==> src/rtl/interrupt_sequencer.sv <==
// ---------------------------------------------------------------------------
// interrupt_sequencer
//
// Runs the 65C02 reset, BRK, IRQ and NMI entry sequences. For BRK/IRQ/NMI it
// pushes PCH, PCL and P onto page 01, fetches the 16-bit vector, then asks the
// status register to set I (and clear D) and the PC logic to load the vector.
// The reset sequence replaces the three pushes with three dummy stack reads.
//
// Ports
//   phi2        in   clock, all state changes on the rising edge
//   resb        in   synchronous active-low reset
//   irqb        in   IRQ, level-sensitive, active-low
//   nmib        in   NMI, falling-edge-sensitive, active-low
//   brk_req     in   one-cycle BRK pulse from decode
//   instr_done  in   one-cycle instruction-boundary pulse
//   p_in[7:0]   in   status register byte (bit 2 = I)
//   pc_in[15:0] in   return address (PC+2 for BRK)
//   sp_in[7:0]  in   current stack pointer
//   data_in[7:0] in  bus read data
//   mem_ready   in   bus cycle completes when high
//   addr[15:0]  out  bus address
//   data_out[7:0] out bus write data
//   we          out  write enable
//   sp_dec      out  decrement SP (completing stack cycle)
//   psr_i_set   out  set I / clear D
//   pc_load     out  load pc_vector into PC
//   pc_vector[15:0] out fetched vector
//   busy        out  sequence in progress (low only in IDLE)
// ---------------------------------------------------------------------------
module interrupt_sequencer (
  input  logic        phi2,
  input  logic        resb,
  input  logic        irqb,
  input  logic        nmib,
  input  logic        brk_req,
  input  logic        instr_done,
  input  logic [7:0]  p_in,
  input  logic [15:0] pc_in,
  input  logic [7:0]  sp_in,
  input  logic [7:0]  data_in,
  input  logic        mem_ready,
  output logic [15:0] addr,
  output logic [7:0]  data_out,
  output logic        we,
  output logic        sp_dec,
  output logic        psr_i_set,
  output logic        pc_load,
  output logic [15:0] pc_vector,
  output logic        busy
);

  localparam logic [3:0] RST      = 4'd0;
  localparam logic [3:0] R1       = 4'd1;
  localparam logic [3:0] R2       = 4'd2;
  localparam logic [3:0] R3       = 4'd3;
  localparam logic [3:0] IDLE     = 4'd4;
  localparam logic [3:0] PUSH_PCH = 4'd5;
  localparam logic [3:0] PUSH_PCL = 4'd6;
  localparam logic [3:0] PUSH_P   = 4'd7;
  localparam logic [3:0] VEC_LO   = 4'd8;
  localparam logic [3:0] VEC_HI   = 4'd9;
  localparam logic [3:0] DONE     = 4'd10;

  localparam logic [15:0] VEC_NMI = 16'hFFFA;
  localparam logic [15:0] VEC_RST = 16'hFFFC;
  localparam logic [15:0] VEC_IRQ = 16'hFFFE;

  logic [3:0]  state;
  logic [3:0]  next_state;
  logic        nmib_q;
  logic        nmi_pend;
  logic [15:0] pc_snap;
  logic [7:0]  p_snap;
  logic [15:0] vec_snap;
  logic [7:0]  vec_lo;

  logic        take_brk;
  logic        take_nmi;
  logic        take_irq;
  logic        trigger;
  logic [7:0]  p_push;
  logic        in_stack;
  logic        in_push;

  // BRK outranks everything; NMI outranks IRQ; both only at a boundary.
  always_comb begin
    take_brk = (state == IDLE) && brk_req;
    take_nmi = (state == IDLE) && !brk_req && instr_done && nmi_pend;
    take_irq = (state == IDLE) && !brk_req && instr_done && !nmi_pend &&
               !irqb && !p_in[2];
    trigger  = take_brk || take_nmi || take_irq;
    // Bit 5 always reads as 1 on the stack; B marks a software break.
    p_push    = p_in | 8'h20;
    p_push[4] = take_brk;
  end

  always_comb begin
    next_state = state;
    case (state)
      RST:      next_state = R1;
      R1:       if (mem_ready) next_state = R2;
      R2:       if (mem_ready) next_state = R3;
      R3:       if (mem_ready) next_state = VEC_LO;
      IDLE:     if (trigger)   next_state = PUSH_PCH;
      PUSH_PCH: if (mem_ready) next_state = PUSH_PCL;
      PUSH_PCL: if (mem_ready) next_state = PUSH_P;
      PUSH_P:   if (mem_ready) next_state = VEC_LO;
      VEC_LO:   if (mem_ready) next_state = VEC_HI;
      VEC_HI:   if (mem_ready) next_state = DONE;
      DONE:     next_state = IDLE;
      default:  next_state = RST;
    endcase
  end

  always_ff @(posedge phi2) begin
    if (!resb) begin
      state     <= RST;
      nmib_q    <= 1'b1;
      nmi_pend  <= 1'b0;
      pc_snap   <= 16'h0000;
      p_snap    <= 8'h00;
      vec_snap  <= 16'h0000;
      vec_lo    <= 8'h00;
      pc_vector <= 16'h0000;
    end else begin
      state  <= next_state;
      nmib_q <= nmib;
      // A fresh falling edge wins over the clear so it is never lost.
      if ((state != RST) && nmib_q && !nmib)
        nmi_pend <= 1'b1;
      else if (take_nmi)
        nmi_pend <= 1'b0;
      if (state == RST)
        vec_snap <= VEC_RST;
      if (trigger) begin
        pc_snap  <= pc_in;
        p_snap   <= p_push;
        vec_snap <= take_nmi ? VEC_NMI : VEC_IRQ;
      end
      if ((state == VEC_LO) && mem_ready)
        vec_lo <= data_in;
      if ((state == VEC_HI) && mem_ready)
        pc_vector <= {data_in, vec_lo};
    end
  end

  // Bus outputs decode straight from the state register and snapshots, so
  // they hold steady for the whole bus state regardless of stalls.
  always_comb begin
    in_stack  = (state == R1) || (state == R2) || (state == R3) ||
                (state == PUSH_PCH) || (state == PUSH_PCL) || (state == PUSH_P);
    in_push   = (state == PUSH_PCH) || (state == PUSH_PCL) || (state == PUSH_P);
    addr      = 16'h0000;
    data_out  = 8'h00;
    if (in_stack)
      addr = {8'h01, sp_in};
    else if (state == VEC_LO)
      addr = vec_snap;
    else if (state == VEC_HI)
      addr = vec_snap + 16'd1;
    case (state)
      PUSH_PCH: data_out = pc_snap[15:8];
      PUSH_PCL: data_out = pc_snap[7:0];
      PUSH_P:   data_out = p_snap;
      default:  data_out = 8'h00;
    endcase
    // A reset arriving mid-push must not let the pending write or SP
    // decrement land, so both are qualified with resb.
    we        = in_push && resb;
    sp_dec    = in_stack && mem_ready && resb;
    pc_load   = (state == DONE);
    psr_i_set = (state == DONE);
    busy      = (state != IDLE);
  end

endmodule
==> config.mk <==
export PLATFORM = sky130hd
export DESIGN_NAME = interrupt_sequencer
export DESIGN_NICKNAME = d
export VERILOG_FILES = /design/src/rtl/interrupt_sequencer.sv
export SDC_FILE = /design/constraint.sdc
export NUM_CORES = 1
export LEC_CHECK = 0
export BUFFER_PORTS_ARGS = -buffer_cell sky130_fd_sc_hd__buf_2
export CAP_MARGIN = 25
export CORE_AREA = 2 2 79 81
export CTS_CLUSTER_SIZE = 40
export DETAILED_ROUTE_END_ITERATION = 7
export DIE_AREA = 0 0 81 83
export PLACE_DENSITY = 0.82
export SLEW_MARGIN = 15
export SYNTH_ARGS = -nofsm -noshare
export SYNTH_HDL_FRONTEND = slang
export SYNTH_SLANG_ARGS = --single-unit
export TNS_END_PERCENT = 30
==> constraint.sdc <==
create_clock -name phi2 -period 2.6 [get_ports phi2]
set_clock_uncertainty 0.2 [all_clocks]
set_input_delay 0 -clock phi2 [delete_from_list [all_inputs] [get_ports phi2]]
set_output_delay 0 -clock phi2 [all_outputs]
set_load 0.005 [all_outputs]
==> flow_summary.yaml <==
status:
  status: "completed"
die:
  die_h_um: 83
  die-area_um2: 6720
  die_w_um: 81
  core_um2: 5820
  io_pins: 92
  start_util_pct: 46.0
  rows: 28
detailed_routing:
  met1Wirelength_um: 2670
  wl_met3_um: 382
  wl_um: 6440
  dr.first_iter.drc_count: 139
  routedWlPerCell_um: 13.4
  via_count: 2399
  viasPerCell: 4.98
  first_pass_iters: 5
  highest_layer: "met4"
  ant_nets: 0
  wl_met2_um: 3300
  drc: 0
final_layout:
  final-seq-area_um2: 1140
  num_antenna_cells: 0
  fillers: 497
  fin_nets: 450
  drive_gt1_share_pct: 31.0
  syn_to_final_growth_pct: 38.5
  multi_input_area_um2: 1370
grt:
  grt_pass1_wl_um: 10600
  grt_overflow_total: 0
  grt_pass1_vias: 2304
  grt_max_degree: 38
  antenna_found_initial: 0
  grtUsageTotal_pct: 20.1
hold_path:
  min_from: "sp_in[7]"
  holdPathStages: 3
  hp-class: "input port to output pin"
  min_to: "addr[7]"
placement:
  port_buffers: 89
  dp_hpwl_um: 4120
  place_ws_ns: 0.591
  gp_congestion: 0.780
timing:
  fmax_ghz: 0.406
  fin_crit_sh_pct: 94.7
  tns_ns: 0
  hold_viol: 0
  finalMaxSlewViolations: 0
  rsz0062_at_grt: "no"
  worst-slew-pin-transition_ns: 0.697
  max_slew_margin_pct: 53.1
  worst_slack_ns: 0.138
  fin_crit_ns: 2.46
  setup_viol: 0
critical_path:
  reg2reg_setup_slack_ns: 0.14
  crit_fanout: 9
  cp.required_ns: 2.63
  r2r_cells: 5
  start_kind: "flip-flop"
  r2r_end: "nmi_pend"
  critPathArrivalTime_ns: 2.49
  cp-end-kind: "flip-flop"
  r2r_start: "state[2]"
  criticalPathCategory: "flip-flop to flip-flop"
yosys:
  syn_area_um2: 2680
  syn_inst: 287
  avgSynthCellArea_um2: 9.32
  yosys_warnings: 0
  synth_nets: 334
  ys_ff_latch: 57
  ys_seq_area_share_pct: 42.7
  yosysUniqueCellTypes: 34
power_and_ir_drop:
  p_clk_share_pct: 37.5
  internal_power_mw: 1.71
  power_density_nw_per_um2: 626
  peakVddDrop_v: 0.000349
  power_switching_mw: 0.611
  comb_power_share_pct: 22.2
  swShare_pct: 26.3
  power_mw: 2.32
  leakagePower_nw: 1.65
  p_seq_share_pct: 40.3
clocking:
  cts_post_setup_buffers_inserted: 0
  clk_pin_slew_worst_paths_ns: 0.06
  cts.sink_count: 57
  clock-root-buffer: "clkbuf_8"
  numCtsBuffers: 9
  cts_buffer_depth: 2
  cts_tree: "done"
  clk_latency_ns: 0.33
  h-tree-depth: 3
job:
  max_cap_viol_count: 0
==> per-stage QoR <==
stage | instance area [µm²] | hold slack (ns) | utilization [%] | std cells
finish | 3710 | 0.0656 | 63.7 | 482
detailed placement | 3110 | 0.0130 | 53.5 | 429
floorplan | 2680 | -0.102 | - | 287
global placement | 3110 | 0.00718 | 53.5 | 429
global route | 3710 | 0.0866 | 63.7 | 482
CTS | 3700 | 0.0681 | 63.7 | 482
==> how the worst max path moves through the flow <==
stage              from          end  depth (start not counted)
3_5_place_dp   state[2]  pc_snap[12]                          4
5_1_grt        state[2]     nmi_pend                          5
2_1_floorplan  state[2]    p_snap[0]                          5
3_3_place_gp   state[2]     state[1]                          4
6_report       state[2]     nmi_pend                          5
4_1_cts        state[2]     nmi_pend                          5
==> repair_timing <==
action | in CTS | in global routing
endpoints found under the hold margin | 55 | 0
hold buffers | 38 | 0
setup endpoints to repair | 0 | 2
gates resized for setup | 0 | 1
==> sequential cells by signal, indices dropped and copies added (netlist names) <==
register / count
pc_snap: 16
pc_vector: 16
p_snap: 8
vec_lo: 8
state: 4
vec_snap: 3
nmi_pend: 1
nmib_q: 1
==> layout by cell type (no fill, tap or decap), types with 3 or more instances in the layout <==
cell type,instances
mux2i_1,47
a21o_1,5
clkbuf_8,13
nand2b_1,3
nor2b_1,27
nor2_1,16
a21oi_1,3
o21a_1,3
buf_2,89
dlygate4sd3_1,38
dfxtp_1,57
a22o_1,4
o21ai_0,6
nand2_1,46
a22oi_1,8
buf_4,8
mux2_2,8
==> worst max-delay path, stage by stage (launching register included) <==
cell and delay [ns]:
dfxtp_1 0.46, or4b_1 0.59, nor2_1 0.22, a21boi_0 0.13
dlygate4sd3_1 0.58, o21a_1 0.18
==> synth_stat cells <==
| cell | n | area, µm² |
|---|---|---|
| a21bo_2 | 1 | 10.0 |
| a21boi_0 | 2 | 15.0 |
| a21o_1 | 5 | 37.5 |
| a21oi_1 | 3 | 15.0 |
| a21oi_4 | 1 | 16.3 |
| a22o_1 | 4 | 35.0 |
| a22oi_1 | 8 | 60.1 |
| a2bb2oi_1 | 1 | 8.76 |
| and2_0 | 1 | 6.26 |
| and3_1 | 2 | 12.5 |
| and4b_1 | 1 | 10.0 |
| buf_4 | 8 | 60.1 |
| buf_6 | 3 | 33.8 |
| clkbuf_1 | 19 | 71.3 |
| dfxtp_1 | 57 | 1140 |
| inv_1 | 1 | 3.75 |
| mux2_2 | 8 | 90.1 |
| mux2i_1 | 47 | 470 |
| nand2_1 | 47 | 176 |
| nand2b_1 | 3 | 18.8 |
| nand3_1 | 1 | 5.00 |
| nand3b_1 | 2 | 15.0 |
| nor2_1 | 16 | 60.1 |
| nor2b_1 | 27 | 169 |
| nor3b_1 | 2 | 15.0 |
| nor4_1 | 1 | 6.26 |
| nor4b_1 | 1 | 8.76 |
| o21a_1 | 3 | 22.5 |
| o21ai_0 | 6 | 30.0 |
| o21ba_2 | 1 | 10.0 |
| o311a_1 | 1 | 10.0 |
| o31a_1 | 1 | 8.76 |
| or2_2 | 2 | 12.5 |
| or4b_1 | 1 | 10.0 |
==> power groups by stage <==
stage | sequential [mW] | combinational, mW | clock, mW
6_report | 0.935 | 0.516 | 0.871
3_3_place_gp | 0.952 | 0.453 | 0
3_5_place_dp | 0.954 | 0.466 | 0
5_1_grt | 0.939 | 0.571 | 0.944
2_1_floorplan | 0.947 | 0.324 | 0
4_1_cts | 0.935 | 0.513 | 0.894
==> routing by layer <==
layer / GRT usage [%] / vias to the layer above
met5: 0 / -
met4: 6.93 / 0
met3: 6.52 / 10
met2: 33.9 / 95
met1: 23.4 / 1097
li1: - / 1197
==> kinds of logic after synthesis <==
| family | Yosys count | synth area share [%] |
|---|---|---|
| and+or+nand+nor | 107 | 19.6 |
| DFF | 57 | 42.7 |
| muxes | 55 | 21.0 |
| AOI/OAI and AO/OA | 37 | 10.4 |
| buffers and inverters | 31 | 6.31 |
==> layout make-up <==
type                    count  share of cell area (%)
multi-input cells         199                    36.9
flip-flops and latches     57                    30.8
repair buffers            135                    23.9
clock buffers              13                    4.83
well taps                  75                    2.53
clock inverters             2                   0.945
inverters                   1                   0.101
(Power assumes the default switching activity.)
